$ cat config.mk
export PLATFORM = sky130hd
export DESIGN_NAME = apb4_master
export DESIGN_NICKNAME = d
export VERILOG_FILES = /design/src/rtl/apb_pkg.sv /design/src/rtl/apb_watchdog.sv /design/src/rtl/apb4_master.sv
export SDC_FILE = /design/constraint.sdc
export NUM_CORES = 1
export LEC_CHECK = 0
export ABC_AREA = 1
export BUFFER_PORTS_ARGS = -buffer_cell sky130_fd_sc_hd__clkbuf_2
export CORE_MARGIN = 4
export CORE_UTILIZATION = 45
export CTS_BUF_LIST = sky130_fd_sc_hd__clkbuf_2
export CTS_CLUSTER_DIAMETER = 30
export DETAILED_ROUTE_END_ITERATION = 16
export HOLD_SLACK_MARGIN = 0.03
export PLACE_DENSITY_LB_ADDON = 0.25
export SKIP_LAST_GASP = 1
export SYNTH_ARGS = -nofsm -noshare
export SYNTH_HDL_FRONTEND = slang
export SYNTH_HIERARCHICAL = 1
export SYNTH_SLANG_ARGS = --single-unit
$ cat constraint.sdc
create_clock -name i_clk -period 3 [get_ports i_clk]
set_input_delay 0.45 -clock i_clk [delete_from_list [all_inputs] [get_ports i_clk]]
set_output_delay 0.45 -clock i_clk [all_outputs]
set_load 0.005 [all_outputs]
$ cat src/rtl/apb_pkg.sv
// Shared definitions for the APB4 requester: FSM state encoding, PPROT bit
// positions and elaboration-time helpers for parameter checking and sizing.
package apb_pkg;

    // Two-bit state encoding; the fourth code is unused and recovers to IDLE.
    typedef enum logic [1:0] {
        ST_IDLE   = 2'b00,
        ST_SETUP  = 2'b01,
        ST_ACCESS = 2'b10
    } apb_state_e;

    // Bit positions inside PPROT.
    localparam int PPROT_PRIV      = 0;
    localparam int PPROT_NONSECURE = 1;
    localparam int PPROT_INSTR     = 2;

    // APB4 data buses are 8, 16 or 32 bits wide.
    function automatic bit data_width_legal(input int width);
        return (width == 8) || (width == 16) || (width == 32);
    endfunction

    // Width of a counter that must reach timeout-1; never narrower than one bit.
    function automatic int cnt_width(input int timeout);
        int w;
        w = $clog2(timeout + 1);
        return (w < 1) ? 1 : w;
    endfunction

endpackage

$ cat src/rtl/apb_watchdog.sv
// ACCESS-phase watchdog: counts wait cycles and flags the last permitted
// cycle. A TIMEOUT_CYCLES of zero disables the flag entirely.
module apb_watchdog
    import apb_pkg::*;
#(
    parameter int TIMEOUT_CYCLES = 16
) (
    input  logic i_clk,
    input  logic i_reset_n,
    input  logic clear,
    input  logic enable,
    output logic hit
);

    localparam int CNT_WIDTH = cnt_width(TIMEOUT_CYCLES);
    localparam int LIMIT     = (TIMEOUT_CYCLES == 0) ? 0 : TIMEOUT_CYCLES - 1;
    localparam logic [CNT_WIDTH-1:0] LIMIT_CNT = CNT_WIDTH'(LIMIT);

    logic [CNT_WIDTH-1:0] cnt;

    // Count ACCESS wait cycles, saturating at the last permitted cycle.
    always_ff @(posedge i_clk) begin
        if (!i_reset_n || clear) begin
            cnt <= '0;
        end else if (enable && (cnt != LIMIT_CNT)) begin
            cnt <= cnt + 1'b1;
        end
    end

    assign hit = (TIMEOUT_CYCLES != 0) && (cnt == LIMIT_CNT);

endmodule

$ cat src/rtl/apb4_master.sv
// APB4 requester: accepts valid/ready requests from a local command source,
// runs SETUP/ACCESS on the APB bus with back-to-back chaining, and returns a
// one-cycle response pulse. A watchdog forces completion of stuck transfers.
module apb4_master
    import apb_pkg::*;
#(
    parameter  int ADDR_WIDTH     = 32,
    parameter  int DATA_WIDTH     = 32,
    parameter  int TIMEOUT_CYCLES = 16,
    localparam int STRB_WIDTH     = DATA_WIDTH / 8
) (
    input  logic                  i_clk,
    input  logic                  i_reset_n,
    // Request interface
    input  logic                  i_req_valid,
    output logic                  o_req_ready,
    input  logic [ADDR_WIDTH-1:0] i_req_addr,
    input  logic                  i_req_write,
    input  logic [DATA_WIDTH-1:0] i_req_wdata,
    input  logic [STRB_WIDTH-1:0] i_req_strb,
    input  logic [2:0]            i_req_prot,
    // Response interface
    output logic                  o_rsp_valid,
    output logic [DATA_WIDTH-1:0] o_rsp_rdata,
    output logic                  o_rsp_slverr,
    output logic                  o_rsp_timeout,
    // APB4 requester port
    output logic [ADDR_WIDTH-1:0] PADDR,
    output logic                  PWRITE,
    output logic [DATA_WIDTH-1:0] PWDATA,
    output logic [STRB_WIDTH-1:0] PSTRB,
    output logic [2:0]            PPROT,
    output logic                  PSELx,
    output logic                  PENABLE,
    input  logic [DATA_WIDTH-1:0] PRDATA,
    input  logic                  PREADY,
    input  logic                  PSLVERR
);

    if (!data_width_legal(DATA_WIDTH)) begin : g_bad_data_width
        $error("apb4_master: DATA_WIDTH must be 8, 16 or 32");
    end

    apb_state_e state;
    logic       wd_hit;
    logic       tmo_hit;
    logic       done;
    logic       accept;

    apb_watchdog #(
        .TIMEOUT_CYCLES(TIMEOUT_CYCLES)
    ) u_watchdog (
        .i_clk    (i_clk),
        .i_reset_n(i_reset_n),
        .clear    (state == ST_SETUP),
        .enable   ((state == ST_ACCESS) && !done),
        .hit      (wd_hit)
    );

    // Completion and handshake decode; PREADY beats the watchdog when both fire.
    always_comb begin
        // NOTE: every signal here is assigned on every pass through the block,
        // so no storage (latch) is implied.
        tmo_hit     = wd_hit && !PREADY;
        done        = (state == ST_ACCESS) && (PREADY || tmo_hit);
        o_req_ready = i_reset_n && ((state == ST_IDLE) || done);
        accept      = i_req_valid && o_req_ready;
    end

    // Transfer FSM with registered APB and response outputs.
    always_ff @(posedge i_clk) begin
        if (!i_reset_n) begin
            state         <= ST_IDLE;
            PADDR         <= '0;
            PWRITE        <= 1'b0;
            PWDATA        <= '0;
            PSTRB         <= '0;
            PPROT         <= '0;
            PSELx         <= 1'b0;
            PENABLE       <= 1'b0;
            o_rsp_valid   <= 1'b0;
            o_rsp_rdata   <= '0;
            o_rsp_slverr  <= 1'b0;
            o_rsp_timeout <= 1'b0;
        end else begin
            // NOTE: non-blocking assignments, so PWRITE below is still the
            // direction of the finishing transfer even if a new request loads.
            o_rsp_valid <= 1'b0;

            if (done) begin
                o_rsp_valid   <= 1'b1;
                o_rsp_rdata   <= (PREADY && !PWRITE) ? PRDATA : '0;
                o_rsp_slverr  <= PREADY ? PSLVERR : 1'b1;
                o_rsp_timeout <= tmo_hit;
            end

            if (accept) begin
                // Only possible from IDLE or a completing ACCESS.
                state   <= ST_SETUP;
                PSELx   <= 1'b1;
                PENABLE <= 1'b0;
                PADDR   <= i_req_addr;
                PWRITE  <= i_req_write;
                PWDATA  <= i_req_wdata;
                PSTRB   <= i_req_write ? i_req_strb : '0;
                PPROT   <= i_req_prot;
            end else begin
                case (state)
                    ST_IDLE: begin
                        PSELx   <= 1'b0;
                        PENABLE <= 1'b0;
                    end
                    ST_SETUP: begin
                        PENABLE <= 1'b1;
                        state   <= ST_ACCESS;
                    end
                    ST_ACCESS: begin
                        if (done) begin
                            PSELx   <= 1'b0;
                            PENABLE <= 1'b0;
                            state   <= ST_IDLE;
                        end
                    end
                    default: begin
                        PSELx   <= 1'b0;
                        PENABLE <= 1'b0;
                        state   <= ST_IDLE;
                    end
                endcase
            end
        end
    end

endmodule

==> qor.yml <==
critical_path:
  critPathLaunchType: "flop"
  cp_data_required_time_ps: 2550
  cp-end-kind: "primary output"
  path_max_fanout: 19
  r2r-end: "PWDATA[25]"
  cp.arrival_ps: 2180
  rr_worst_depth: 11
  crit_type: "reg -> out"
  worstReg2RegStart: "u_watchdog/cnt[0]"
  reg2reg_slack_ps: 940
logic_synthesis:
  synth_seq_cells: 116
  seq_area_frac_synth_pct: 43.3
  synthesis.nets: 933
  syn_avg_cell_area_um2: 6.52
  syn_inst: 822
  syn-cell-area_um2: 5360
  yosysTopAreaCellShare_pct: 43.3
  synth_cell_types: 21
  synth_area_leader_cell: "dfxtp_1"
  synth_area_leaders: "dfxtp_1 (43%), inv_1 (14%), nand2_1 (14%)"
  ys_warn_count: 6
layout:
  layoutNonFillerInstCount: 1224
  antenna_cells: 0
  post-route-util_pct: 62.3
  fin_nets: 1181
  fill_cells: 1078
  layout_common_cells: "clkbuf_2 (238), inv_1 (205), nand2_1 (194)"
  final_common_cell: "clkbuf_2"
  finish.instance_area_um2: 7180
  final_layout_size_suffix_gt1_share_pct: 26.1
  area_delta_synth_final_pct: 33.9
  multi_input_area_um2: 1960
  seq_area_um2: 2320
place:
  hpwlAfterDp_um: 9750
  io_buffers: 218
  placed_cell_area_um2: 6490
  place_inst: 1143
  gp_congestion: 0.778
  pre_cts_slack_ps: 834
min_path:
  min-delay-start: "i_req_wdata[26]"
  holdPathStages: 5
  hold_path_class: "in -> reg"
  worstHoldEndpoint: "PWDATA[26]"
global_routing:
  antenna_found_initial: 0
  grt_overflow: 0
  grt_pass1_vias: 4841
  globalRouteMet2Util_pct: 34.3
  busiest_layer: "met2"
  grt_max_degree: 72
  grt_use_total_pct: 21.3
  grt_pass1_wl_um: 23100
  met3_usage_pct: 7.66
  use_met1_pct: 25.9
timing:
  finalHoldViolCount: 0
  setup-tns-final_ps: 0
  fin_worst_skew_ps: 16.9
  setup_slack_ps: 372
  fin_crit_sh_pct: 87.6
  hold-worst-slack_ps: 114
  relSlewSlack_pct: 50.2
  rsz0062_at_grt: "no"
  slew_viol_final: 0
  min_period_ps: 2630
  max_freq_ghz: 0.381
  setup_viol: 0
  worst_pin_slew_ps: 747
flow_run:
  cap_viol_max_count: 0
clock_tree:
  numCtsBuffers: 17
  root_buffer: "clkbuf_2"
  cts.sinks: 116
  clk_pin_slew_ps: 160
  cts_buffer_depth: 2
  cts_tree: "yes"
  htreeDepth: 4
  post_cts.repair.setup_buffers: 0
  clk_latency_ps: 650
route:
  post_drt_via_cell_ratio: 4.59
  drc: 0
  drtAntennaViolNets: 0
  wirelength_um: 15000
  wl_per_cell_um: 12.3
  num_vias: 5617
  dr.pass1.iters: 5
  drt_iter0_markers: 486
floorplanning:
  io_pins: 219
  start_util_pct: 46.6
  rows: 39
  die_w_um: 117
  core-area_um2: 11500
  die_area_um2: 13700
  die_h_um: 117
power_and_ir_drop:
  finalPower_mw: 3.05
  p_leak_nw: 4.15
  p_per_area_nw_per_um2: 425
  irDropWorstVdd_mv: 0.267
status:
  status: "complete, no violations"
## flip-flops by register name (all words and copies together), names as in the netlist, 2 cells and up
register and count:
PADDR 32, PPROT 3, PSTRB 4, PWDATA 32, o_rsp_rdata 32, state 2
u_watchdog/cnt 5
## how the worst max path moves through the flow
stage / slack, ps / end / start
2_1_floorplan: 1090 / o_req_ready / u_watchdog/cnt[1]
3_3_place_gp: 900 / PWDATA[22] / u_watchdog/cnt[0]
3_5_place_dp: 830 / PWDATA[25] / u_watchdog/cnt[0]
4_1_cts: 150 / o_req_ready / u_watchdog/cnt[0]
5_1_grt: 100 / o_req_ready / u_watchdog/cnt[0]
6_report: 370 / o_req_ready / u_watchdog/cnt[0]
## logic make-up after synthesis
| kind of cell | after synthesis | share of synthesized area (%) |
|---|---|---|
| simple gates | 386 | 31.6 |
| buf+inv | 274 | 20.4 |
| flops | 116 | 43.3 |
| compound gates | 44 | 4.15 |
| fa+ha+maj | 2 | 0.467 |
## cells in the mapped netlist
library cell and n:
nor2_1 77, a21oi_1 7, buf_2 14, nand4_1 67, nand3_1 40, nand2_1 195, nand3_2 1, nor2_4 2
nand2_2 1, inv_2 18, buf_1 8, dfxtp_1 116, nor2_2 2, o21ai_0 36, nor3_1 1, ha_1 2
clkbuf_1 22, buf_4 1, inv_1 205, buf_6 6, o21bai_1 1
## where the power goes
group	switching, mW	total, mW	internal [mW]	leakage, nW
Combinational	0.308	0.563	0.255	3.08
Sequential	0.0424	1.66	1.62	0.948
Clock	0.538	0.824	0.286	0.123
Total	0.888	3.05	2.16	4.15
## area by class of cell
class	instances	area share, %
clock buffer	21	1.46
sequential	116	32.4
tap	143	2.49
timing repair buffer	280	23.8
multi-input combinational	432	27.3
inverter	223	11.7
clock inverter	9	0.907
## critical path, stage by stage (launching register included)
cell and delay, ps:
dfxtp_1 350, ha_1 200, inv_1 70, nor2_1 50, ha_1 230, nor2_2 210, nand2_4 180, nand2_1 100
inv_1 40, clkbuf_2 100
## per-layer routing
| layer | wire length (um) | up-vias |
|---|---|---|
| met5 | 0 | - |
| met4 | 252 | 0 |
| met1 | 6290 | 2426 |
| li1 | - | 2933 |
| met2 | 7140 | 239 |
| met3 | 1320 | 19 |
## what timing repair did
action	CTS	global route
hold buffers	43	8
endpoints found under the hold margin	44	8
gates resized for setup	0	2
endpoints found under the setup margin	0	1
(Power assumes the default switching activity.)
